`src/rtl/uart_word_tx.sv`:
```
// UART word serialiser: one multi-byte word per valid/ready handshake,
// sent as back-to-back 8-bit frames with optional parity and 1/2 stop bits.
module uart_word_tx #(
    parameter int CLK_FRE    = 50000000,
    parameter int BAUD_RATE  = 115200,
    parameter int WORD_BYTES = 4,
    parameter int MSB_FIRST  = 1,
    parameter int PARITY     = 0,
    parameter int STOP_BITS  = 1
) (
    input  logic                    clk,
    input  logic                    rst,
    input  logic                    in_valid,
    output logic                    in_ready,
    input  logic [8*WORD_BYTES-1:0] data_in,
    output logic                    tx,
    output logic                    busy,
    output logic                    word_done
);

    localparam int BIT_TICKS = CLK_FRE / BAUD_RATE;
    localparam int DW = 8 * WORD_BYTES;
    localparam int TW = (BIT_TICKS > 2) ? $clog2(BIT_TICKS) : 1;
    localparam int BW = (WORD_BYTES > 1) ? $clog2(WORD_BYTES) : 1;
    localparam logic [TW-1:0] LAST_TICK = TW'(BIT_TICKS - 1);
    localparam logic [BW-1:0] LAST_BYTE = BW'(WORD_BYTES - 1);
    localparam logic [2:0] LAST_STOP = 3'(STOP_BITS - 1);

    generate
        if (BIT_TICKS < 2) begin : g_bad_baud
            $error("uart_word_tx: CLK_FRE/BAUD_RATE must be >= 2");
        end
        if (STOP_BITS != 1 && STOP_BITS != 2) begin : g_bad_stop
            $error("uart_word_tx: STOP_BITS must be 1 or 2");
        end
        if (PARITY < 0 || PARITY > 2) begin : g_bad_par
            $error("uart_word_tx: PARITY must be 0, 1 or 2");
        end
        if (WORD_BYTES < 1 || WORD_BYTES > 16) begin : g_bad_bytes
            $error("uart_word_tx: WORD_BYTES must be 1..16");
        end
    endgenerate

    typedef enum logic [2:0] {
        S_IDLE,
        S_START,
        S_DATA,
        S_PARITY,
        S_STOP
    } state_t;

    state_t          state_q, state_n;
    logic [TW-1:0]   tick_q, tick_n;
    logic [2:0]      bit_q, bit_n;
    logic [BW-1:0]   byte_q, byte_n;
    logic [DW-1:0]   shreg_q, shreg_n;
    logic            tx_q, tx_n;
    logic            done_q, done_n;
    logic            busy_q;
    logic            rdy_q;

    logic [7:0]      cur_byte;
    logic [DW-1:0]   shreg_adv;
    logic            par_bit;
    logic            tick_wrap;

    // The byte on the send end of the shift register is always the current one.
    assign cur_byte  = (MSB_FIRST != 0) ? shreg_q[DW-1 -: 8] : shreg_q[7:0];
    assign shreg_adv = (MSB_FIRST != 0) ? (shreg_q << 8) : (shreg_q >> 8);
    assign par_bit   = (PARITY == 2) ? ~(^cur_byte) : (^cur_byte);
    assign tick_wrap = (tick_q == LAST_TICK);

    always_comb begin
        state_n = state_q;
        tick_n  = tick_q;
        bit_n   = bit_q;
        byte_n  = byte_q;
        shreg_n = shreg_q;
        tx_n    = tx_q;
        done_n  = 1'b0;
        if (state_q != S_IDLE) begin
            tick_n = tick_wrap ? '0 : tick_q + 1'b1;
        end
        case (state_q)
            S_IDLE: begin
                tx_n   = 1'b1;
                tick_n = '0;
                if (in_valid && rdy_q) begin
                    state_n = S_START;
                    shreg_n = data_in;
                    byte_n  = '0;
                    bit_n   = '0;
                    tx_n    = 1'b0;
                end
            end
            S_START: begin
                if (tick_wrap) begin
                    state_n = S_DATA;
                    bit_n   = '0;
                    tx_n    = cur_byte[0];
                end
            end
            S_DATA: begin
                if (tick_wrap) begin
                    if (bit_q == 3'd7) begin
                        bit_n = '0;
                        if (PARITY != 0) begin
                            state_n = S_PARITY;
                            tx_n    = par_bit;
                        end else begin
                            state_n = S_STOP;
                            tx_n    = 1'b1;
                        end
                    end else begin
                        bit_n = bit_q + 3'd1;
                        tx_n  = cur_byte[bit_q + 3'd1];
                    end
                end
            end
            S_PARITY: begin
                if (tick_wrap) begin
                    state_n = S_STOP;
                    bit_n   = '0;
                    tx_n    = 1'b1;
                end
            end
            S_STOP: begin
                if (tick_wrap) begin
                    if (bit_q == LAST_STOP) begin
                        bit_n = '0;
                        if (byte_q != LAST_BYTE) begin
                            state_n = S_START;
                            byte_n  = byte_q + 1'b1;
                            shreg_n = shreg_adv;
                            tx_n    = 1'b0;
                        end else begin
                            state_n = S_IDLE;
                            tx_n    = 1'b1;
                            done_n  = 1'b1;
                        end
                    end else begin
                        bit_n = bit_q + 3'd1;
                    end
                end
            end
            default: begin
                state_n = S_IDLE;
                tx_n    = 1'b1;
            end
        endcase
    end

    always_ff @(posedge clk or negedge rst) begin
        if (!rst) begin
            state_q <= S_IDLE;
            tick_q  <= '0;
            bit_q   <= '0;
            byte_q  <= '0;
            shreg_q <= '0;
            tx_q    <= 1'b1;
            done_q  <= 1'b0;
            busy_q  <= 1'b0;
            rdy_q   <= 1'b0;
        end else begin
            state_q <= state_n;
            tick_q  <= tick_n;
            bit_q   <= bit_n;
            byte_q  <= byte_n;
            shreg_q <= shreg_n;
            tx_q    <= tx_n;
            done_q  <= done_n;
            busy_q  <= (state_n != S_IDLE);
            rdy_q   <= (state_n == S_IDLE);
        end
    end

    assign tx        = tx_q;
    assign busy      = busy_q;
    assign in_ready  = rdy_q;
    assign word_done = done_q;

endmodule

```
`config.mk`:
```
export PLATFORM = sky130hd
export DESIGN_NAME = uart_word_tx
export DESIGN_NICKNAME = d
export VERILOG_FILES = /design/src/rtl/uart_word_tx.sv
export SDC_FILE = /design/constraint.sdc
export NUM_CORES = 1
export LEC_CHECK = 0
export ABC_AREA = 1
export BUFFER_PORTS_ARGS = -buffer_cell sky130_fd_sc_hd__buf_4
export CAP_MARGIN = 20
export CORE_ASPECT_RATIO = 0.6
export CORE_UTILIZATION = 60
export CTS_BUF_LIST = sky130_fd_sc_hd__clkbuf_16
export DETAILED_ROUTE_END_ITERATION = 12
export GPL_TIMING_DRIVEN = 0
export PLACE_DENSITY = 0.88
export SLEW_MARGIN = 25
export SYNTH_ARGS = -nofsm -noshare
export SYNTH_HDL_FRONTEND = slang
export SYNTH_SLANG_ARGS = --single-unit
export TNS_END_PERCENT = 100
```
`constraint.sdc`:
```
create_clock -name clk -period 4.1 [get_ports clk]
set_input_delay 0.82 -clock clk [delete_from_list [all_inputs] [get_ports clk]]
set_output_delay 0.82 -clock clk [all_outputs]
set_load 0.02 [all_outputs]
```
# == After elaboration in Yosys (flattened, before gate mapping) ==
# Cells that the tools add are included.
# classes
add_sub_neg,3
order_cmp,1
eq_ne,15
mux,43
reduce_logical,13
# op_table
cell,count
2-to-1 mux 32 bit,4
case mux 32 bit (2 select lines),1
2-to-1 mux 3 bit,13
2-to-1 mux 9 bit,3
!= test 2 bit (second input constant),8
case mux 3 bit (5 select lines),1
AND reduction 5 bit,3
2-to-1 mux 1 bit,13
case mux 3 bit (4 select lines),1
adder 9 x 1 -> 9 bit (second input constant),1
== test 9 bit (second input constant),1
zero test 3 bit,3
2-to-1 mux 2 bit,4
== test 3 x 2 -> 1 bit (second input constant),2
== test 3 bit (second input constant),2
nonzero test 3 bit,2
case mux 1 bit (5 select lines),1
< comparator 3 x 4 -> 1 bit (second input constant),1
case mux 2 bit (2 select lines),1
nonzero test 2 bit,2
nonzero test 4 bit,1
adder 3 x 1 -> 3 bit (second input constant),1
binary-select mux 1 bit (select 3 bit),1
== test 3 x 1 -> 1 bit (second input constant),1
4 further kinds,4
# word_totals
register_bits,53
input_bits,35
out_inout_bits,4
word_cells,84

# == Longest topological paths before layout ==
# logic_depth
ltp_word,6
depth_mapped,11
mapped_depth_nobuf,11

# == Worst setup path before layout ==
# Ideal clock, no wire load.
# synth_path
kind,flip-flop to flip-flop
startpoint,reg bit_q[0]
endpoint,reg shreg_q[13]
setup_ns,0.117
t_arrival_ns,1.486
t_required_ns,3.983
path_slack_ns,2.497
stages_incl_launch_ff,11
n_path_buf,1
synth_period_minus_slack_ns,1.603
cell_sequence,dfrtp_1 -> inv_1 -> ha_1 -> inv_1 -> nor2_1 -> nand3_1 -> nand2_2 -> nand2_4 -> clkinv_8 -> buf_6 -> o21ai_2
# synth_between
elab_chain_len,3
# synth_rtl
item,line_no,rtl
from (decl),54,"logic [2:0] bit_q, bit_n;"
from (signal assigned),167,bit_q <= bit_n;
zero test 3 bit,129,if (bit_q == LAST_STOP) begin
!= test 2 bit (no source line),-,
AND reduction 5 bit (no source line),-,
to (signal assigned),169,shreg_q <= shreg_n;
to (decl),56,"logic [DW-1:0] shreg_q, shreg_n;"
# No other way between the ends.
# A chain may end at the register's enable or synchronous reset.

# == Worst setup path in the final report ==
# layout_path
startpoint,reg bit_q[0]
endpoint,reg shreg_q[17]
# Same word-level chain as after synthesis.

==> impl_metrics.toml <==
[outcome]
status = "complete, no violations"

[detailed_routing]
routed_wl_um = 6560
drt_iter0_markers = 214
drc = 0
num_vias = 2459
via_per_inst = 5.32
antenna_left = 0
avgRoutedWirePerCell_um = 14.2
first_pass_iters = 8

[die]
ioPinCount = 39
initial_utilization_pct = 62.8
coreArea_sq_um = 4610
rows = 19
die_h_um = 55.8
die-area_sq_um = 5110
die_w_um = 91.7

[timing]
setup_viol = 0
timing.fmax_mhz = 511
finalHoldViolCount = 0
setup_tns_ns = 0
fin_skew_ns = 0.00592
relSlewSlack_pct = 56.3
min_period_over_period_pct = 47.8
finalWorstSetupSlack_ns = 2.14
hold-worst-slack_ns = 0.494
final_max_slew_viol_count = 0
rsz0062_at_grt = "no"
min_period_ns = 1.96
tightestPinTransition_ns = 0.656

[worst_setup_path]
start_kind = "flop"
arrival_ns = 2.14
crit_fanout = 10
cp.required_ns = 4.28
endpoint_kind = "flop"
r2r_cells = 10
criticalPathCategory = "flop to flop"

[global_route]
antenna_found_initial = 0
grt_pass1_wl_um = 11600
grt_pass1_vias = 2487
grt_max_degree = 54
grtUsageTotal_pct = 29.6
overflow = 0

[layout]
drive_above_1_share_pct = 25.3
regArea_sq_um = 1330
num_antenna_cells = 0
final_cells = 462
nets = 440
syn_to_final_growth_pct = 18.1
finalInstanceArea_sq_um = 3420
fillers = 348
multi_input_area_sq_um = 1260

[synth]
postSynthAreaPerCell_sq_um = 8.18
synth_seq_cells = 53
ys.flop_type = "dfrtp_1"
synth.largest_area_cell = "dfrtp_1"
seq_area_frac_synth_pct = 45.9
ys_types = 34
async_flop_share_pct = 100
synth.top_cell.area_share_pct = 45.0
synth.most_common_cell = "nand2_1"
syn_inst = 354
synth.cell_area_sq_um = 2890
yosysWarnings = 0
yosys-top-cells-count = "88 x nand2_1, 52 x dfrtp_1, 43 x inv_1"
synth_edf_count = 0
synth_fp_nets = 395
synth_area_leaders = "dfrtp_1 45%, nand2_1 11%, inv_1 5.6%"

[clocking]
post_cts_resized = 0
cts_made_buffers = 5
cts_num_sinks = 53
cts_setup_buffers = 0
cts.htree.levels = 2
clk_path_buf_depth = 2
cts-root-buf = "clkbuf_16"
postCtsHoldBufs = 0
cts_tree = "built"
clk_pin_slew_ns = 0.07
clkLatencyLatePin_ns = 0.29

[place]
io_buffers = 38
dpl.hpwl_um = 4830
place_inst = 455
dp_slack_ns = 2.21
gp_congestion = 0.856
place_area_sq_um = 3260

[power_and_ir_drop]
ir_drop_uv = 230
p_leak_nw = 1.75
power.density_nw_per_um2 = 304

[hold_path]
holdPathStages = 2
min_path_type = "flop to flop"

[run]
drv_cap = 0
==> sequential cells by signal, summed over array words and instances, names as in the netlist <==
| register | cells |
|---|---|
| tick_q | 9 |
| shreg_q | 32 |
| state_q | 3 |
| word_done | 1 |
| byte_q | 2 |
| in_ready | 1 |
| busy | 1 |
| bit_q | 3 |
| tx | 1 |
==> routing by layer <==
layer	vias up	wire, um	GRT usage (%)
met1	1152	3160	42.3
li1	1208	-	-
met3	11	431	6.28
met5	-	0	0
met2	88	2880	45.6
met4	0	90	9.30
==> worst max-delay path: stages, from the launching register on <==
cell and delay, ns:
dfrtp_1 0.46, inv_1 0.19, ha_1 0.19, inv_1 0.04
nor2_1 0.19, nand3_1 0.17, nand2_2 0.18, nand2_4 0.10
clkinv_8 0.08, buf_6 0.18, o21ai_2 0.08
==> final timing paths <==
kind                             start  slack [ns]           to
max                           bit_q[0]        2.14  shreg_q[17]
min                        shreg_q[28]        0.49  shreg_q[28]
max reg2reg                   bit_q[0]        2.14  shreg_q[17]
min reg2reg                shreg_q[28]        0.49  shreg_q[28]
max in group asynchronous          rst        3.10   state_q[2]
min in group asynchronous          rst        0.56   shreg_q[0]
==> report_power, final <==
group	total, W	leakage [nW]	internal [W]	switching (W)
combinational	0.0000472	1.09	0.0000251	0.0000221
clock	0.000468	0.0797	0.000284	0.000184
sequential	0.000523	0.582	0.000523	0
total	0.00104	1.75	0.000831	0.000206
==> cell usage in the layout (no fill, tap or decap), drive strengths merged <==
cell type  count
a21oi          5
and2           1
and3           1
buf           48
bufinv         1
clkbuf         8
clkinv         3
dfrtp         52
dfstp          1
ha             6
inv           45
nand2        109
nand3         23
nand3b         2
nand4          2
nor2          22
nor3           6
nor3b          2
o211ai         1
o21ai         58
or2            1
xnor2          1
xor2           1
==> through the flow <==
| step | total power [W] | utilization, % |
|---|---|---|
| after global routing | 0.00107 | 74.1 |
| after detailed placement | 0.000580 | 70.6 |
| after global placement | 0.000579 | 70.6 |
| final | 0.00104 | 74.1 |
| after floorplan | 0.000543 | - |
| after CTS | 0.00105 | 74.1 |
==> final cells by class <==
type | count | share of cell area (%)
sequential | 53 | 38.8
multi-input combinational | 241 | 36.8
timing repair buffer | 38 | 8.35
inverter | 47 | 5.53
clock buffer | 5 | 3.66
buffer | 13 | 3.51
tap | 63 | 2.31
clock inverter | 2 | 1.02
==> cells by family after synthesis <==
logic type | synth area share (%)
XOR/XNOR | 0.605
AO/OA/AOI/OAI | 13.4
AND/OR/NAND/NOR | 26.9
adder cells (fa/ha/maj) | 2.59
flip-flops | 45.9
buffers and inverters | 10.7
(Power assumes the default switching activity.)
